## config.mk

```make
export PLATFORM = sky130hd
export DESIGN_NAME = bootloader_loader_flat
export DESIGN_NICKNAME = d
export VERILOG_FILES = /design/src/rtl/bootloader_loader_if.sv /design/src/rtl/bootloader_loader.sv /design/src/flat_wrapper.sv
export SDC_FILE = /design/constraint.sdc
export NUM_CORES = 1
export LEC_CHECK = 0
export CAP_MARGIN = 10
export CORE_MARGIN = 1.5
export CORE_UTILIZATION = 53
export DETAILED_ROUTE_END_ITERATION = 8
export GPL_ROUTABILITY_DRIVEN = 0
export GPL_TIMING_DRIVEN = 0
export PLACE_DENSITY_LB_ADDON = 0.1
export SKIP_LAST_GASP = 1
export SYNTH_ARGS = -nofsm -noshare
export SYNTH_HDL_FRONTEND = slang
export SYNTH_SLANG_ARGS = --single-unit
```

## constraint.sdc

```tcl
create_clock -name i_clk -period 1.95 [get_ports i_clk]
set_input_delay 0.39 -clock i_clk [delete_from_list [all_inputs] [get_ports i_clk]]
set_output_delay 0.39 -clock i_clk [all_outputs]
set_load 0.005 [all_outputs]
```

## src/rtl/bootloader_loader_if.sv

```systemverilog
// Byte-stream and status bundle between the bootloader loader and its neighbours.
// The slave side is the loader: it consumes UART bytes and drives memory writes and status.
interface bootloader_loader_if #(
   parameter int unsigned NB_BYTE   = 8,
   parameter int unsigned MEM_BYTES = 256
);
   localparam int unsigned NB_COUNT = $clog2(MEM_BYTES) + 1;

   logic                i_start;
   logic [NB_BYTE-1:0]  i_rx_data;
   logic                i_rx_valid;
   logic [NB_BYTE-1:0]  o_byte_de_bootloader;
   logic                o_bootloader_write_enable;
   logic                o_pc_reset;
   logic                o_busy;
   logic                o_load_done;
   logic                o_overflow_error;
   logic [NB_COUNT-1:0] o_byte_count;

   modport master (
      output i_start, i_rx_data, i_rx_valid,
      input  o_byte_de_bootloader, o_bootloader_write_enable, o_pc_reset,
      input  o_busy, o_load_done, o_overflow_error, o_byte_count
   );

   modport slave (
      input  i_start, i_rx_data, i_rx_valid,
      output o_byte_de_bootloader, o_bootloader_write_enable, o_pc_reset,
      output o_busy, o_load_done, o_overflow_error, o_byte_count
   );
endinterface

```

## src/rtl/bootloader_loader.sv

```systemverilog
// Streams UART bytes into instruction memory, detects the aligned HALT word and then
// pulses a PC reset. Status flags are registered decodes of the previous state.
module bootloader_loader #(
   parameter int unsigned        NB_DATA   = 32,
   parameter int unsigned        NB_BYTE   = 8,
   parameter int unsigned        MEM_BYTES = 256,
   parameter logic [NB_DATA-1:0] HALT_WORD = 32'hFFFF_FFFF
) (
   input logic                i_clk,
   input logic                i_reset,
   bootloader_loader_if.slave io_bus
);
   localparam int unsigned NB_COUNT       = $clog2(MEM_BYTES) + 1;
   localparam int unsigned BYTES_PER_WORD = NB_DATA / NB_BYTE;
   localparam int unsigned NB_LANE        = $clog2(BYTES_PER_WORD);

   typedef enum logic [2:0] {
      StIdle,
      StReceive,
      StPcRst,
      StDone,
      StError
   } t_state;

   t_state              r_state;
   logic [NB_DATA-1:0]  r_word;
   logic [NB_COUNT-1:0] r_count;
   logic [NB_BYTE-1:0]  r_data;
   logic                r_we;
   logic                r_pc_reset;
   logic                r_busy;
   logic                r_done;
   logic                r_ovf;

   logic [NB_DATA-1:0]  w_word_next;
   logic [NB_COUNT-1:0] w_count_next;
   logic                w_halt;
   logic                w_full;

   assign w_word_next  = {r_word[NB_DATA-NB_BYTE-1:0], io_bus.i_rx_data};
   assign w_count_next = r_count + NB_COUNT'(1);
   // Only a byte that completes an aligned word may match HALT.
   assign w_halt       = (w_count_next[NB_LANE-1:0] == '0) && (w_word_next == HALT_WORD);
   assign w_full       = (w_count_next == NB_COUNT'(MEM_BYTES));

   always_ff @(posedge i_clk or negedge i_reset) begin
      if (!i_reset) begin
         r_state    <= StIdle;
         r_word     <= '0;
         r_count    <= '0;
         r_data     <= '0;
         r_we       <= 1'b0;
         r_pc_reset <= 1'b0;
         r_busy     <= 1'b0;
         r_done     <= 1'b0;
         r_ovf      <= 1'b0;
      end else begin
         r_we       <= 1'b0;
         r_pc_reset <= (r_state == StPcRst);
         r_busy     <= (r_state == StReceive) || (r_state == StPcRst);
         r_done     <= (r_state == StDone);
         r_ovf      <= (r_state == StError);
         case (r_state)
            StIdle, StDone, StError: begin
               // A byte arriving alongside start is dropped.
               if (io_bus.i_start) begin
                  r_state <= StReceive;
                  r_count <= '0;
                  r_word  <= '0;
               end
            end
            StReceive: begin
               if (io_bus.i_rx_valid) begin
                  r_we    <= 1'b1;
                  r_data  <= io_bus.i_rx_data;
                  r_word  <= w_word_next;
                  r_count <= w_count_next;
                  if (w_halt) begin
                     r_state <= StPcRst;
                  end else if (w_full) begin
                     r_state <= StError;
                  end
               end
            end
            StPcRst: r_state <= StDone;
            default: r_state <= StIdle;
         endcase
      end
   end

   assign io_bus.o_byte_de_bootloader      = r_data;
   assign io_bus.o_bootloader_write_enable = r_we;
   assign io_bus.o_pc_reset                = r_pc_reset;
   assign io_bus.o_busy                    = r_busy;
   assign io_bus.o_load_done               = r_done;
   assign io_bus.o_overflow_error          = r_ovf;
   assign io_bus.o_byte_count              = r_count;
endmodule

```

## src/flat_wrapper.sv

```systemverilog
// flat-port wrapper written by rule: the top's interface ports become plain ports
module bootloader_loader_flat 
#(
   parameter int unsigned        NB_DATA   = 32,
   parameter int unsigned        NB_BYTE   = 8,
   parameter int unsigned        MEM_BYTES = 256,
   parameter logic [NB_DATA-1:0] HALT_WORD = 32'hFFFF_FFFF
)
  (i_clk, i_reset, io_bus_i_start, io_bus_i_rx_data, io_bus_i_rx_valid, io_bus_o_byte_de_bootloader, io_bus_o_bootloader_write_enable, io_bus_o_pc_reset, io_bus_o_busy, io_bus_o_load_done, io_bus_o_overflow_error, io_bus_o_byte_count);
  bootloader_loader_if #(.NB_BYTE(NB_BYTE), .MEM_BYTES(MEM_BYTES)) io_bus_i ();
  input logic i_clk;
  input logic i_reset;
  input wire logic [$bits(io_bus_i.i_start)-1:0] io_bus_i_start;
  input wire logic [$bits(io_bus_i.i_rx_data)-1:0] io_bus_i_rx_data;
  input wire logic [$bits(io_bus_i.i_rx_valid)-1:0] io_bus_i_rx_valid;
  output wire logic [$bits(io_bus_i.o_byte_de_bootloader)-1:0] io_bus_o_byte_de_bootloader;
  output wire logic [$bits(io_bus_i.o_bootloader_write_enable)-1:0] io_bus_o_bootloader_write_enable;
  output wire logic [$bits(io_bus_i.o_pc_reset)-1:0] io_bus_o_pc_reset;
  output wire logic [$bits(io_bus_i.o_busy)-1:0] io_bus_o_busy;
  output wire logic [$bits(io_bus_i.o_load_done)-1:0] io_bus_o_load_done;
  output wire logic [$bits(io_bus_i.o_overflow_error)-1:0] io_bus_o_overflow_error;
  output wire logic [$bits(io_bus_i.o_byte_count)-1:0] io_bus_o_byte_count;
  assign io_bus_i.i_start = io_bus_i_start;
  assign io_bus_i.i_rx_data = io_bus_i_rx_data;
  assign io_bus_i.i_rx_valid = io_bus_i_rx_valid;
  assign io_bus_o_byte_de_bootloader = io_bus_i.o_byte_de_bootloader;
  assign io_bus_o_bootloader_write_enable = io_bus_i.o_bootloader_write_enable;
  assign io_bus_o_pc_reset = io_bus_i.o_pc_reset;
  assign io_bus_o_busy = io_bus_i.o_busy;
  assign io_bus_o_load_done = io_bus_i.o_load_done;
  assign io_bus_o_overflow_error = io_bus_i.o_overflow_error;
  assign io_bus_o_byte_count = io_bus_i.o_byte_count;
  bootloader_loader #(.NB_DATA(NB_DATA), .NB_BYTE(NB_BYTE), .MEM_BYTES(MEM_BYTES), .HALT_WORD(HALT_WORD)) u_core (.i_clk(i_clk), .i_reset(i_reset), .io_bus(io_bus_i));
endmodule
```

==> results of run 1 <==
==> per-layer routing <==
layer  global-route usage, %  vias up  routed length [um]
met5                       0        -                   0
met3                   7.000        6                 273
met1                   31.56      887                2157
met2                   44.18       58                2597
li1                        -      828                   -
met4                   9.184        0                  60
==> kinds of logic after synthesis <==
family	synth area share (%)
AOI/OAI and AO/OA	19.43
xor gates and xnor gates	1.200
adders and majority gates	1.143
buffers and inverters	4.285
DFF	56.00
and+or+nand+nor	17.94
==> worst register-to-register path, stage by stage (launching register included) <==
cell and delay (ps):
dfrtp_2 450, ha_1 270, and4_2 300, a211oi_1 240, a41o_1 180, nor4b_4 220
a2bb2oi_1 170
==> how the worst min path moves through the flow <==
| stage | to | cells past startpoint | startpoint |
|---|---|---|---|
| global placement | u_core.io_bus.o_byte_de_bootloader[0]$_DFFE_PN0P_ | 2 | u_core.io_bus.o_byte_de_bootloader[0]$_DFFE_PN0P_ |
| detailed placement | u_core.io_bus.o_byte_count[3]$_DFFE_PN0P_ | 1 | i_reset |
| CTS | u_core.io_bus.o_byte_de_bootloader[0]$_DFFE_PN0P_ | 2 | u_core.io_bus.o_byte_de_bootloader[0]$_DFFE_PN0P_ |
| global route | u_core.io_bus.o_byte_de_bootloader[3]$_DFFE_PN0P_ | 2 | u_core.io_bus.o_byte_de_bootloader[3]$_DFFE_PN0P_ |
| finish | u_core.io_bus.o_byte_de_bootloader[2]$_DFFE_PN0P_ | 2 | u_core.io_bus.o_byte_de_bootloader[2]$_DFFE_PN0P_ |
| floorplan | u_core.io_bus.o_bootloader_write_enable$_DFF_PN0_ | 0 | i_reset |
==> layout make-up <==
| cell class | count | area, um2 | area share [%] |
|---|---|---|---|
| Clock inverter | 3 | 46.29 | 1.669 |
| Multi-Input combinational cell | 137 | 888.4 | 32.03 |
| Timing Repair Buffer | 39 | 385.4 | 13.89 |
| Clock buffer | 5 | 68.82 | 2.481 |
| Sequential cell | 49 | 1229 | 44.29 |
| Inverter | 3 | 11.26 | 0.4060 |
| Tap cell | 50 | 62.56 | 2.255 |
| Buffer | 12 | 82.58 | 2.977 |
==> synthesized netlist by cell type, types with 2 or more instances <==
cell      instances  share of area [%]
nand2_1          31                5.3
a21oi_1           4               0.91
nor2_1           10                1.7
buf_4             3                1.0
buf_2             3               0.69
inv_1             2               0.34
nand3_1           6                1.4
a22o_1           25                 10
and3_1            2               0.57
clkbuf_1          3               0.51
dfrtp_1          49                 56
o21ai_1           3               0.69
nor3b_1           2               0.69
xnor2_1           3                1.2
nand4_1          10                2.9
ha_1              2                1.1
o31ai_1           3                1.0
a31oi_1           2               0.57
buf_6             3                1.5
o21ai_0          12                2.7
nor3_1            3               0.69
==> state kept, by name (all words and copies together), names as in the netlist <==
name                                     count
u_core.io_bus.o_pc_reset                     1
u_core.r_state                               3
u_core.io_bus.o_busy                         1
u_core.io_bus.o_overflow_error               1
u_core.io_bus.o_load_done                    1
u_core.r_word                               24
u_core.io_bus.o_byte_de_bootloader           8
u_core.io_bus.o_byte_count                   9
u_core.io_bus.o_bootloader_write_enable      1
==> power groups by stage <==
stage	Clock [mW]	Sequential [mW]	Combinational, mW
final	0.737	1.22	0.413
after global routing	0.793	1.23	0.461
after CTS	0.747	1.22	0.372
after detailed placement	0	1.24	0.368
after global placement	0	1.23	0.352
after floorplan	0	1.22	0.185
==> timing repair <==
action,in CTS,in global routing
setup endpoints to repair,2,4
hold buffers,1,0
resized for setup,2,4
endpoints found under the hold margin,14,0
setup buffers,0,4
==> metrics by stage <==
stage	instance area [um2]	hold slack, ps	util [%]	worst slack (ps)
2_1_floorplan	2190	94.41	-	236.1
3_3_place_gp	2582	459.3	65.03	-778.0
3_5_place_dp	2597	316.0	65.41	-298.3
4_1_cts	2728	482.0	68.68	36.38
5_1_grt	2774	526.9	69.85	-42.20
6_report	2774	477.4	69.85	59.55
==> impl_metrics.yaml, run 1 <==
timing:
  rsz0062_at_grt: "true"
  worst_pin_slew_ps: 482.2
  post-route-period-util_pct: 96.95
  maxSlewViolCount: 0
  setup_violations: 0
  setup-tns-final_ps: 0
  max_freq_ghz: 0.5290
  finClkSkew_ps: 11.72
  max_slew_margin_pct: 67.86
  post-route-min-period_ps: 1890
  final_hold_viol_count: 0
status:
  run_status: "finished clean"
worst_setup_path:
  cp-start-kind: "flop"
  critPathSlowestCell: "dfrtp_2"
  path_max_fanout: 6
  r2r_slack_ps: 60
  crit_required_ps: 2190
  crit_path_end_kind: "flop"
  reg2reg_depth: 6
  cp_num_buf_inv: 0
  r2r_start: "u_core.io_bus.o_byte_count[0]$_DFFE_PN0P_"
  cp.depth: 6
  cp_cell_sequence: "ha_1 -> and4_2 -> a211oi_1 -> a41o_1 -> nor4b_4 -> a2bb2oi_1"
  path_class: "reg2reg"
  startpoint: "u_core.io_bus.o_byte_count[0]$_DFFE_PN0P_"
  max_stage_delay_ps: 450
  rr_endpoint: "u_core.r_state[2]$_DFFE_PN0P_"
  setup.worst_path.end: "u_core.r_state[2]$_DFFE_PN0P_"
  arrival_ps: 2140
  path_delay_family: "compound AO/OA/AOI/OAI gates"
cells_and_area:
  final_cell_mix: "dfrtp_1 (47), clkdlybuf4s50_1 (32), nand2_1 (31), a22o_1 (25), o21ai_0 (12)"
  fin_cells: 298
  final_common_cell: "dfrtp_1"
  nNetsFinal: 261
  fill_cells: 289
  syn_to_final_growth_pct: 26.69
  antenna_cells: 0
  layout-drive-gt1-share_pct: 14.11
routing:
  vias_per_cell: 5.970
  firstDrtPassIters: 4
  drc: 0
  routed_wl_mm: 5.089
  drtIter0Drc: 96
  ant_nets: 0
  vias: 1779
  wl_per_cell_um: 17.08
floorplanning:
  die_area_mm2: 0.004526
  die_w_um: 67.28
  io_pins: 34
  dieHeight_um: 67.28
  core_area_mm2: 0.003971
  rows: 23
  initial_core_util_pct: 55.14
power:
  power.static_leakage_nw: 1.214
  clkPwrFrac_pct: 31.1
  intPower_mw: 1.725
  cellPowerDensity_mw_per_mm2: 852.9
  netSwitchingPower_uw: 641.2
  switching_share_pct: 27.10
  worst_ir_drop_vdd_mv: 0.5087
  comb_power_share_pct: 17.5
  finalPower_mw: 2.366
  power_frac_seq_pct: 51.4
placed_design:
  dpl.cell_count: 285
  io_buffers: 33
  dp_hpwl_mm: 3.435
clock_tree:
  clk_pin_slew_worst_paths_ps: 100
  tritoncts.num_buffers: 5
  root_buffer: "clkbuf_8"
  clk_path_buf_depth: 2
  cts_sinks: 49
  insertion_delay_ps: 310
  h-tree-depth: 2
  cts_tree: "built"
grt:
  grt_max_degree: 36
  grt_pass1_vias: 1761
  overflow: 0
  grt_pass1_wl_mm: 8.507
  antenna_found_initial: 0
  grtUsageTotal_pct: 25.86
logic_synthesis:
  yosysSeqAreaShare_pct: 56.00
  syn-instance-count: 201
  syn_area_per_cell_um2: 10.89
  synth_nets: 215
  ys_async_sr_fraction_pct: 100.0
  netlist_area_mm2: 0.002190
  ys.flop_type: "dfrtp_1"
  yosys_register_bits: 49
  ys_warn_count: 0
  post_synth_num_cell_types: 41
  synth-edff-count: 0
hold_path:
  hold_class: "reg2reg"
job:
  cap_violations: 0
No activity file was read; power rests on OpenSTA's default activity.
==> inputs of run 2 (changes only) <==
Settings changed: ABC_AREA from default to 1, CORE_MARGIN 1.5 to 3.
==> run 2 against run 1 <==
  * Sequential cell count unchanged
  * Largest power group unchanged
  * Area after synthesis up 3.9%
  * Combinational power rose to 3.4 times the previous value
==> impl_metrics.yaml, run 2 <==
worst_setup_path:
  path_delay_family: "simple AND/OR/NAND/NOR gates"
  critPathSlowestCell: "dfrtp_1"
  startpoint: "u_core.io_bus.o_byte_count[0]$_DFFE_PN0P_"
  reg2reg_depth: 10
  r2r_slack_ps: 190
  crit_top_cell: "nand2_1"
  r2r_start: "u_core.io_bus.o_byte_count[0]$_DFFE_PN0P_"
  crit_path_end_kind: "flop"
  cp_num_buf_inv: 0
  max_stage_delay_ps: 490
  cp.depth: 10
  path_class: "reg2reg"
  cp-start-kind: "flop"
  rr_endpoint: "u_core.r_state[0]$_DFFE_PN0P_"
  setup.worst_path.end: "u_core.r_state[0]$_DFFE_PN0P_"
  arrival_ps: 1950
  cp_cell_sequence: "ha_1 -> nand2_1 -> nand2_1 -> nand2_1 -> nor2_1 -> nand3_1 -> nor2_1 -> nand2_1 -> nand3_1 -> nand2_1"
  crit_required_ps: 2140
  path_max_fanout: 8
logic_synthesis:
  ys_top_cells_by_area: "dfrtp_1 (54%), nand2_1 (11%), inv_1 (7.4%)"
  synth_nets: 288
  yosysSeqAreaShare_pct: 53.88
  yosysMostFrequentCell: "nand2_1"
  post_synth_num_cell_types: 22
  yosysTopAreaCell: "dfrtp_1"
  yosys_register_bits: 49
  synth-edff-count: 0
  syn_area_per_cell_um2: 8.306
  syn-instance-count: 274
  ys_async_sr_fraction_pct: 100.0
  ys_warn_count: 0
  ys.flop_type: "dfrtp_1"
  synthTopCellsByCount: "nand2_1 (68), dfrtp_1 (49), inv_1 (45), nand3_1 (25), o22ai_1 (22)"
  synth_top_area_share_pct: 53.88
  netlist_area_mm2: 0.002276
timing:
  post-route-min-period_ps: 1756
  max_freq_ghz: 0.5694
  maxSlewViolCount: 0
  finClkSkew_ps: 5.682
  max_slew_margin_pct: 71.39
  rsz0062_at_grt: "false"
  final_hold_viol_count: 0
  setup_violations: 0
  post-route-period-util_pct: 90.06
  worst_pin_slew_ps: 429.2
  whs_ps: 3.292
  fin_ws_ps: 193.8
floorplanning:
  dieHeight_um: 71.53
  initial_core_util_pct: 56.09
  die_w_um: 71.53
  die_area_mm2: 0.005117
  io_pins: 34
  rows: 23
  core_area_mm2: 0.004058
grt:
  grt_pass1_vias: 1848
  grtUsageTotal_pct: 21.15
  grt_max_degree: 34
  overflow: 0
  grt_pass1_wl_mm: 8.487
  antenna_found_initial: 0
routing:
  ant_nets: 0
  drc: 0
  vias_per_cell: 5.224
  wl_per_cell_um: 13.42
  firstDrtPassIters: 4
  vias: 1912
  drtIter0Drc: 144
  routed_wl_mm: 4.910
cells_and_area:
  top_register: "u_core.r_word"
  final_cell_mix: "nand2_1 (68), dfrtp_1 (49), inv_1 (45), clkdlybuf4s50_1 (32), nand3_1 (25)"
  largest_register_ffs: 24
  layout-drive-gt1-share_pct: 7.278
  syn_to_final_growth_pct: 22.16
  fin_cells: 366
  antenna_cells: 0
  nNetsFinal: 329
  final_common_cell: "nand2_1"
power:
  finalPower_mw: 3.634
  cellPowerDensity_mw_per_mm2: 1307
  worst_ir_drop_vdd_mv: 0.6922
  power.static_leakage_nw: 1.323
placed_design:
  dpl_worst_slack_ps: 133.2
  io_buffers: 33
  dp_hpwl_mm: 3.634
  dpl.cell_count: 358
clock_tree:
  root_buffer: "clkbuf_8"
  cts_tree: "built"
  h-tree-depth: 2
  cts_setup_buffers: 0
  clk_pin_slew_worst_paths_ps: 90
  clk_path_buf_depth: 2
  cts_resized: 0
  ctsHoldBuffers: 0
  insertion_delay_ps: 300
  tritoncts.num_buffers: 5
  cts_sinks: 49
status:
  run_status: "finished clean"
job:
  cap_violations: 0
hold_path:
  hold_class: "in2async"
## run 2: cell count changes after synthesis, moves of 4 or more
cell,previous run,this run
inv_1,2,45
nand2_1,31,68
a22o_1,25,0
o22ai_1,0,22
nand3_1,6,25
nor2_1,10,20
o21ai_0,12,20
nand4_1,10,3
a21oi_1,4,0
## run 2: worst min-delay path by stage
stage / from / endpoint / slack, ps / cells after the start
CTS: i_reset / u_core.io_bus.o_byte_de_bootloader[5]$_DFFE_PN0P_ / 5 / 1
floorplan: i_reset / u_core.io_bus.o_bootloader_write_enable$_DFF_PN0_ / 90 / 0
global placement: u_core.r_state[2]$_DFFE_PN0P_ / u_core.io_bus.o_pc_reset$_DFF_PN0_ / 460 / 1
finish: i_reset / u_core.io_bus.o_byte_de_bootloader[5]$_DFFE_PN0P_ / 3 / 1
detailed placement: i_reset / u_core.io_bus.o_byte_de_bootloader[5]$_DFFE_PN0P_ / 340 / 1
global route: i_reset / u_core.io_bus.o_byte_de_bootloader[5]$_DFFE_PN0P_ / 10 / 1
## run 2: report_power, final
part           internal (mW)  switching, mW
Sequential              1.38          0.227
Combinational          0.626          0.781
Clock                  0.288          0.333
## run 2: cell families after synthesis
group / share of synthesized area [%]
flip-flops: 53.88
AND/OR/NAND/NOR: 22.65
buffers and inverters: 10.22
adder cells (fa/ha/maj): 1.099
XOR/XNOR: 0.7698
AO/OA/AOI/OAI: 11.38
## run 2: layer usage
metal  up-vias  global-route usage (%)  part of all wire (%)
li1        957                       -                     -
met1       896                   28.82                    46
met2        52                   33.78                    48
met3         7                   3.927                   4.6
met4         0                   7.933                   1.1
met5         -                       0                     0
## run 2: final cells by class
class	instances	area, um2
Fill cell	327	1277
Clock inverter	2	13.76
Timing Repair Buffer	34	345.3
Sequential cell	49	1226
Inverter	46	172.7
Tap cell	50	62.56
Multi-Input combinational cell	171	817.0
Buffer	8	60.06
Clock buffer	6	82.58
## run 2: metrics by stage
step | setup TNS [ps] | utilization, % | instance area [um2]
after floorplan | 0 | - | 2276
after global placement | -41660 | 65.77 | 2669
after detailed placement | 0 | 66.14 | 2684
after CTS | 0 | 68.52 | 2780
after global routing | 0 | 68.52 | 2780
final | 0 | 68.52 | 2780
## run 2: worst reg2reg max path, delay by kind of cell (launching register included)
family / cells / cell delay [ps]
and+or+nand+nor: 9 / 890
DFF: 1 / 490
adders and majority gates: 1 / 280
==> inputs of run 3 (changes only) <==
Settings changed: CELL_PAD_IN_SITES_DETAIL_PLACEMENT from default to 1, CELL_PAD_IN_SITES_GLOBAL_PLACEMENT from default to 1, CORE_UTILIZATION 53 to 40, SKIP_LAST_GASP 1 to default.
==> run 3 against run 2 <==
  * First-iteration DRC count fell by 49%
  * Final area is 1.2% higher
  * Setup slack got worse by 12 ps
  * Core utilization down 15 points
  * Critical path type is now reg2out
  * Critical endpoint is now io_bus_o_byte_count[3]
  * Largest cell class unchanged
==> impl_metrics.yaml, run 3 (synthesis results as in run 2) <==
placed_design:
  io_buffers: 33
  dpl_worst_slack_ps: 124.9
  dp_hpwl_mm: 4.397
  dpl.cell_count: 378
worst_setup_path:
  path_delay_family: "buffers and inverters"
  cp_cell_sequence: "clkdlybuf4s50_1"
  crit_path_end_kind: "output pin"
  critPathSlowestCell: "clkdlybuf4s50_1"
  arrival_ps: 1380
  cp_num_buf_inv: 1
  crit_required_ps: 1560
  startpoint: "u_core.io_bus.o_byte_count[3]$_DFFE_PN0P_"
  path_class: "reg2out"
  path_max_fanout: 7
  cp-start-kind: "flop"
  r2r_start: "u_core.io_bus.o_byte_count[1]$_DFFE_PN0P_"
  max_stage_delay_ps: 560
floorplanning:
  die_w_um: 81.43
  die_area_mm2: 0.006631
  io_pins: 34
  core_area_mm2: 0.005303
  rows: 26
  initial_core_util_pct: 42.92
  dieHeight_um: 81.43
clock_tree:
  insertion_delay_ps: 300
  cts_tree: "built"
  h-tree-depth: 2
  clk_pin_slew_worst_paths_ps: 90
  tritoncts.num_buffers: 5
  root_buffer: "clkbuf_8"
  clk_path_buf_depth: 2
  cts_sinks: 49
  ctsHoldBuffers: 0
job:
  cap_violations: 0
timing:
  post-route-period-util_pct: 90.68
  post-route-min-period_ps: 1768
  max_freq_ghz: 0.5656
  max_slew_margin_pct: 62.75
  fin_ws_ps: 181.8
  setup_violations: 0
  maxSlewViolCount: 0
  finClkSkew_ps: 9.131
  final_hold_viol_count: 0
  rsz0062_at_grt: "false"
  worst_pin_slew_ps: 558.7
cells_and_area:
  final_common_cell: "nand2_1"
  largest_register_ffs: 24
  syn_to_final_growth_pct: 23.64
  fill_cells: 639
  final_cell_mix: "nand2_1 (68), dfrtp_1 (48), inv_1 (45), clkdlybuf4s50_1 (32), nand3_1 (25)"
  layout-drive-gt1-share_pct: 7.302
  top_register: "u_core.r_word"
  seqCellArea_mm2: 0.001227
  multi_input_area_um2: 817.0
  antenna_cells: 0
  nNetsFinal: 329
  fin_util_pct: 53.07
  fin_cells: 385
power:
  worst_ir_drop_vdd_mv: 0.7141
  cellPowerDensity_mw_per_mm2: 1346
  finalPower_mw: 3.789
  power.static_leakage_nw: 1.325
grt:
  grt_pass1_wl_mm: 10.15
  antenna_found_initial: 0
  grt_max_degree: 35
  grtUsageTotal_pct: 20.26
  overflow: 0
  grt_pass1_vias: 2151
routing:
  drc: 0
  drtIter0Drc: 73
  routed_wl_mm: 5.868
  ant_nets: 0
  firstDrtPassIters: 4
  vias_per_cell: 5.044
  wl_per_cell_um: 15.24
  vias: 1942
status:
  run_status: "finished clean"
hold_path:
  hold_class: "in2async"
run 3: changes by cell type in the layout (fill, tap and decap cells not counted):
cell,before,now
bufinv_16,0,1
dfrtp_2,0,1
clkinv_4,1,0
dfrtp_1,49,48
clkbuf_8,6,5
run 3: final cells by class:
type / count / share of cell area, %
sequential: 49 / 43.62
inverter: 46 / 6.136
multi-input combinational: 171 / 29.04
clock buffer: 5 / 2.446
clock inverter: 2 / 1.245
tap: 70 / 3.112
buffer: 8 / 2.134
timing repair buffer: 34 / 12.27
run 3: worst paths after layout:
check	endpoint	slack (ps)	depth (start not counted)
min in group i_clk	u_core.io_bus.o_byte_de_bootloader[1]$_DFFE_PN0P_	500	2
max reg2reg	u_core.r_state[1]$_DFFE_PN0P_	220	10
max in group asynchronous	u_core.io_bus.o_byte_count[0]$_DFFE_PN0P_	1430	2
min reg2reg	u_core.io_bus.o_byte_de_bootloader[1]$_DFFE_PN0P_	500	2
max	io_bus_o_byte_count[3]	180	1
min	u_core.r_word[4]$_DFFE_PN0P_	0.5	1
run 3: routing by layer:
metal | global-route usage [%] | vias up | share of wire, % | wire length, um
li1 | - | 957 | - | -
met1 | 27.48 | 952 | 49 | 2862
met2 | 33.79 | 28 | 48 | 2808
met3 | 3.289 | 5 | 2.5 | 146
met4 | 5.068 | 0 | 0.87 | 51
met5 | 0 | - | 0 | 0
run 3: where the power goes:
group	total (mW)	leakage [nW]	internal, mW	switching [mW]
clock network	0.714	0.0540	0.373	0.340
registers	1.62	0.653	1.38	0.243
logic	1.45	0.618	0.627	0.824
total	3.79	1.32	2.38	1.41
run 3: metrics by stage:
step	setup TNS, ps	hold WS, ps	cell area [um2]
2_1_floorplan	0	94.41	2276
3_3_place_gp	-49340	466.6	2694
3_5_place_dp	0	338.7	2709
4_1_cts	0	4.121	2813
5_1_grt	0	7.622	2814
6_report	0	0.4518	2814
run 3: timing repair:
action,in CTS,in global routing
endpoints found under the setup margin,0,3
resized for setup,0,1
buffers inserted,0,0
run 3: worst register-to-register path, cell delays in order, from the launching register on:
cell and delay, ps:
dfrtp_1 460, ha_1 280, nand3_1 190, nand2_1 110, nand2_1 60, nor2_1 80
nand3_1 80, nor2_1 130, nand2_1 100, nand3_1 80, nand2_1 50
